<file path="config.mk">
export PLATFORM = sky130hd
export DESIGN_NAME = mem_port_arbiter
export DESIGN_NICKNAME = d
export VERILOG_FILES = /design/src/rtl/mem_port_arbiter.sv
export SDC_FILE = /design/constraint.sdc
export NUM_CORES = 1
export LEC_CHECK = 0
export ABC_CLOCK_PERIOD_IN_PS = 1500
export BUFFER_PORTS_ARGS = -buffer_cell sky130_fd_sc_hd__buf_4
export CORE_ASPECT_RATIO = 1.1
export CORE_MARGIN = 2
export CORE_UTILIZATION = 38
export DETAILED_ROUTE_END_ITERATION = 10
export PLACE_DENSITY_LB_ADDON = 0.25
export SLEW_MARGIN = 20
export SYNTH_ARGS = -nofsm -noshare
export SYNTH_HDL_FRONTEND = slang
export SYNTH_SLANG_ARGS = --single-unit
</file>
<file path="constraint.sdc">
create_clock -name clk_i -period 1.5 [get_ports clk_i]
set_input_delay 0.225 -clock clk_i [delete_from_list [all_inputs] [get_ports clk_i]]
set_output_delay 0.225 -clock clk_i [all_outputs]
set_load 0.005 [all_outputs]
</file>
<file path="src/rtl/mem_port_arbiter.sv">
// Arbitrates one fixed-latency single-port memory between instruction fetch and data access.
// Define MEM_ARB_ROUND_ROBIN_EN for alternating grants under contention (default: data priority).
module mem_port_arbiter #(
  parameter int unsigned ADDR_W  = 32,
  parameter int unsigned DATA_W  = 32,
  parameter int unsigned LATENCY = 2
) (
  input  logic              clk_i,
  input  logic              rst_i,
  input  logic              if_req_i,
  input  logic [ADDR_W-1:0] if_addr_i,
  output logic              if_ack_o,
  output logic [DATA_W-1:0] if_data_o,
  input  logic              dm_req_i,
  input  logic              dm_we_i,
  input  logic [ADDR_W-1:0] dm_addr_i,
  input  logic [DATA_W-1:0] dm_wdata_i,
  output logic              dm_ack_o,
  output logic [DATA_W-1:0] dm_rdata_o,
  output logic              mem_req_o,
  output logic              mem_we_o,
  output logic [ADDR_W-1:0] mem_addr_o,
  output logic [DATA_W-1:0] mem_wdata_o,
  input  logic [DATA_W-1:0] mem_rdata_i,
  output logic              stall_o
);

  typedef enum logic [1:0] {StIdle, StIssue, StWait, StDone} state_e;

  state_e              state_q, state_d;
  logic [3:0]          cnt_q, cnt_d;
  logic                owner_q, owner_d;  // 1 = data requester
  logic                cmd_we_q, cmd_we_d;
  logic [ADDR_W-1:0]   cmd_addr_q, cmd_addr_d;
  logic [DATA_W-1:0]   cmd_wdata_q, cmd_wdata_d;
  logic [DATA_W-1:0]   if_data_q, if_data_d;
  logic [DATA_W-1:0]   dm_rdata_q, dm_rdata_d;
  logic                grant_dm;
  logic                capture;

`ifdef MEM_ARB_ROUND_ROBIN_EN
  logic last_owner_q, last_owner_d;
  // Under contention the requester that was not served last wins.
  assign grant_dm = dm_req_i & (~if_req_i | ~last_owner_q);
`else
  assign grant_dm = dm_req_i;
`endif

  assign capture = ((state_q == StIssue) && (LATENCY == 1)) ||
                   ((state_q == StWait) && (cnt_q == 4'd1));

  always_comb begin
    state_d     = state_q;
    cnt_d       = cnt_q;
    owner_d     = owner_q;
    cmd_we_d    = cmd_we_q;
    cmd_addr_d  = cmd_addr_q;
    cmd_wdata_d = cmd_wdata_q;
    if_data_d   = if_data_q;
    dm_rdata_d  = dm_rdata_q;
`ifdef MEM_ARB_ROUND_ROBIN_EN
    last_owner_d = last_owner_q;
`endif
    unique case (state_q)
      StIdle: begin
        if (dm_req_i || if_req_i) begin
          owner_d     = grant_dm;
          cmd_we_d    = grant_dm & dm_we_i;
          cmd_addr_d  = grant_dm ? dm_addr_i : if_addr_i;
          cmd_wdata_d = grant_dm ? dm_wdata_i : '0;
          state_d     = StIssue;
        end
      end
      StIssue: begin
        cnt_d   = 4'(LATENCY - 1);
        state_d = (LATENCY == 1) ? StDone : StWait;
      end
      StWait: begin
        cnt_d = cnt_q - 4'd1;
        if (cnt_q == 4'd1) state_d = StDone;
      end
      StDone: begin
`ifdef MEM_ARB_ROUND_ROBIN_EN
        last_owner_d = owner_q;
`endif
        state_d = StIdle;
      end
      default: state_d = StIdle;
    endcase
    if (capture) begin
      if (owner_q) begin
        if (!cmd_we_q) dm_rdata_d = mem_rdata_i;
      end else begin
        if_data_d = mem_rdata_i;
      end
    end
  end

  always_ff @(posedge clk_i) begin
    if (rst_i) begin
      state_q     <= StIdle;
      cnt_q       <= '0;
      owner_q     <= 1'b0;
      cmd_we_q    <= 1'b0;
      cmd_addr_q  <= '0;
      cmd_wdata_q <= '0;
      if_data_q   <= '0;
      dm_rdata_q  <= '0;
`ifdef MEM_ARB_ROUND_ROBIN_EN
      last_owner_q <= 1'b0;
`endif
    end else begin
      state_q     <= state_d;
      cnt_q       <= cnt_d;
      owner_q     <= owner_d;
      cmd_we_q    <= cmd_we_d;
      cmd_addr_q  <= cmd_addr_d;
      cmd_wdata_q <= cmd_wdata_d;
      if_data_q   <= if_data_d;
      dm_rdata_q  <= dm_rdata_d;
`ifdef MEM_ARB_ROUND_ROBIN_EN
      last_owner_q <= last_owner_d;
`endif
    end
  end

  assign mem_req_o   = (state_q == StIssue);
  assign mem_we_o    = cmd_we_q;
  assign mem_addr_o  = cmd_addr_q;
  assign mem_wdata_o = cmd_wdata_q;
  assign if_ack_o    = (state_q == StDone) & ~owner_q;
  assign dm_ack_o    = (state_q == StDone) & owner_q;
  assign if_data_o   = if_data_q;
  assign dm_rdata_o  = dm_rdata_q;
  assign stall_o     = (if_req_i & ~if_ack_o) | (dm_req_i & ~dm_ack_o);

endmodule

</file>
==> summary.txt <==
Status
  • Run status: finished with violations
  • Violated checks: setup timing

Synthesis
  • Synth async-reset ratio: 0%
  • Number of flops mapped to enable cells by yosys: 0
  • Most instantiated flip-flop cell in the synthesis netlist: sky130_fd_sc_hd__dfxtp_1
  • Syn Nets: 777
  • Area share of the largest cell type after synthesis: 48.9%
  • Post-synthesis sequential area ratio: 48.9%
  • Average instance area after synthesis: 8.73 µm²
  • Count of different cell masters after synthesis: 33
  • Library cell with the largest summed area after synthesis: sky130_fd_sc_hd__dfxtp_1
  • Total of warnings raised by yosys: 0
  • Total standard cell area after synthesis: 0.00557 mm²
  • Number of instances in the synthesized netlist: 638
  • Leading post-synthesis cells by cell area: sky130_fd_sc_hd__dfxtp_1 (49%), sky130_fd_sc_hd__a21oi_1 (9.1%), sky130_fd_sc_hd__nand3_1 (8.8%)
  • Flip-flop and latch count after synthesis: 136

Floorplan
  • Chip width: 119 µm
  • Std-Cell Rows: 46
  • Die Y-Extent: 131 µm
  • Initial Utilization: 38.7%
  • Core footprint: 0.0144 mm²
  • Boundary pin count: 266
  • Die area: 0.0156 mm²

Routing
  • Via total after detailed routing: 5677
  • Total detailed-routing wirelength: 17.5 mm
  • DRC violation total after the first TritonRoute iteration: 557
  • Number of DRC violations after detailed routing: 0
  • Total iterations of the first detailed-routing run: 7
  • Average wire per standard cell: 15.9 µm
  • Antenna Violating Nets Remaining: 0
  • Via-to-Cell Ratio: 5.15

CTS
  • Insertion delay of the later-clocked pin in the worst-skew pair: 0.41 ns
  • Clk buf depth: 2
  • Clock sinks: 136
  • TritonCTS Buffers: 17
  • Quantity of hold-fixing buffers added after cts: 0
  • H-tree levels: 4
  • Clock tree root buffer cell: sky130_fd_sc_hd__clkbuf_16
  • Register clock-pin slew on the reported worst setup and hold paths: 0.06 ns
  • TritonCTS clock tree: built

Timing
  • Highest clock frequency the design can meet: 587 MHz
  • Final number of setup-violating endpoints: 42
  • Count of endpoints failing hold in the final timing report: 0
  • Normalized max-slew margin: 74.4%
  • Final worst slack: -0.202 ns
  • Tcrit/Tclk final: 113%
  • RSZ-0062 raised after global routing: true
  • Final count of pins violating max slew: 0
  • Clock skew: 0.00552 ns
  • Least-Margin Pin Slew: 0.384 ns
  • Total Neg Setup Slack: -2.05 ns
  • Min Clock Period, post-route: 1.70 ns

Finish
  • Count of antenna diodes in the layout: 0
  • Commonest cells after routing, fill and taps aside: sky130_fd_sc_hd__buf_4 (279), sky130_fd_sc_hd__dfxtp_1 (133), sky130_fd_sc_hd__a21oi_1 (101), sky130_fd_sc_hd__nand3_1 (98), sky130_fd_sc_hd__o21ai_0 (50)
  • Area growth syn-to-layout: 56.5%
  • Leading cell type in the layout, fill and taps excluded: sky130_fd_sc_hd__buf_4
  • Total number of nets in the final design: 1037
  • Final core area utilization: 60.6%
  • Share of layout cells above drive strength 1: 38.8%
  • Total of fill cells in the finished design: 1314

Critical path
  • R2r worst-path depth: 7
  • Critical Path RT: 1.27 ns
  • CP endpoint kind: primary output
  • Critical Path Source Type: register
  • Type of the worst setup path: register to primary output
  • Largest driver fanout on the critical path: 2
  • Arrival time worst endpoint: 1.48 ns

Power
  • Ratio of total power to cell area: 1540 mW/mm²
  • Worst IR Drop VDD: 0.000858 V
  • Total Power Consumption: 13.4 mW
  • Leakage power figure: 3.74 nW

Min path
  • Type of the worst min-delay path: input pin to register
  • Min-Delay Path Depth: 3

GRT
  • Overflow left after global routing: 0
  • Initial antenna violation count: 0
  • Via count of the first global-routing pass: 5068
  • Pin count of the biggest net entering global routing: 65
  • Wire length of the first global-routing pass: 26.0 mm
  • Overall global routing resource usage: 21.0%

Flow run
  • Number of maximum-capacitance constraint violations: 0

Placed design
  • Gpl congestion: 0.771
  • Number of port buffers: 265
  • Sum of net half-perimeters after detailed placement: 11.1 mm
-- final cells by class --
type                       instances  area, µm²  share of cell area, %
timing repair buffer             307       2650                   30.4
sequential                       136       2730                   31.3
tap                              192        240                   2.76
clock buffer                      24        482                   5.53
multi-input combinational        429       2490                   28.6
inverter                           7       26.3                  0.302
clock inverter                     7       93.8                   1.08
-- registers in the layout (all words and copies together) (netlist names) --
name         cells
cnt_q            4
mem_addr_o      32
mem_wdata_o     32
mem_we_o         1
dm_rdata_o      32
owner_q          1
if_data_o       32
state_q          2
-- power by group --
part	total [mW]	switching, mW	leakage (nW)	internal (mW)
logic	4.83	2.39	2.36	2.45
registers	4.49	0.309	1.11	4.18
clock network	4.06	1.49	0.276	2.57
total	13.4	4.18	3.74	9.19
-- logic make-up after synthesis --
family / synth area share, %
adder cells (fa/ha/maj): 1.35
flip-flops: 48.9
AND/OR/NAND/NOR: 15.6
buffers and inverters: 7.82
AO/OA/AOI/OAI: 20.4
multiplexers: 5.93
-- per-layer routing --
metal	vias up	wire, µm	part of all wire [%]	GRT usage (%)
li1	2791	-	-	-
met1	2602	6900	39	25.9
met2	260	8710	50	34.2
met3	24	1560	8.9	6.77
met4	0	373	2.1	8.44
met5	-	0	0	0
-- synthesized netlist by cell type (2+ instances only) --
library cell,instances
sky130_fd_sc_hd__buf_4,7
sky130_fd_sc_hd__buf_8,6
sky130_fd_sc_hd__buf_1,2
sky130_fd_sc_hd__nand3_1,98
sky130_fd_sc_hd__ha_1,6
sky130_fd_sc_hd__nand2_1,36
sky130_fd_sc_hd__a21oi_1,101
sky130_fd_sc_hd__dfxtp_1,136
sky130_fd_sc_hd__nor2_1,36
sky130_fd_sc_hd__inv_1,7
sky130_fd_sc_hd__buf_6,5
sky130_fd_sc_hd__clkbuf_2,6
sky130_fd_sc_hd__mux2i_1,33
sky130_fd_sc_hd__o21ai_1,13
sky130_fd_sc_hd__nand2b_1,3
sky130_fd_sc_hd__nor2b_1,3
sky130_fd_sc_hd__clkbuf_1,22
sky130_fd_sc_hd__buf_2,18
sky130_fd_sc_hd__a211oi_1,32
sky130_fd_sc_hd__o21ai_0,54
sky130_fd_sc_hd__nand4b_1,2
-- stage by stage --
| step | instances | area (µm²) | worst slack (ns) | hold slack [ns] |
|---|---|---|---|---|
| 2_1_floorplan | 638 | 5570 | 0.0230 | 0.373 |
| 3_3_place_gp | 1055 | 7750 | 0.0553 | 0.440 |
| 3_5_place_dp | 1055 | 7750 | -0.00609 | 0.446 |
| 4_1_cts | 1094 | 8560 | -0.256 | 0.0685 |
| 5_1_grt | 1102 | 8710 | -0.272 | 0.0792 |
| 6_report | 1102 | 8710 | -0.202 | 0.0838 |
-- final timing paths --
kind	startpoint	end	slack, ns
max reg2reg	state_q[1]	mem_addr_o[26]	-0.09
min reg2reg	mem_wdata_o[30]	mem_wdata_o[30]	0.45
min	mem_rdata_i[28]	dm_rdata_o[28]	0.08
max	state_q[1]	stall_o	-0.20
-- worst max-delay path, stage by stage, from the launching register on --
cell and delay (ns):
sky130_fd_sc_hd__dfxtp_2 0.32, sky130_fd_sc_hd__buf_6 0.11, sky130_fd_sc_hd__ha_4 0.15, sky130_fd_sc_hd__nor2b_4 0.12, sky130_fd_sc_hd__nor2_2 0.08, sky130_fd_sc_hd__a2bb2oi_1 0.15
sky130_fd_sc_hd__buf_4 0.13
-- repair_timing --
item | in CTS | in global routing
endpoints found under the setup margin | 9 | 101
buffers inserted | 4 | 4
pin swaps | 4 | 3
cloned | 4 | 4
gates resized for setup | 17 | 13
(Power assumes the default switching activity.)
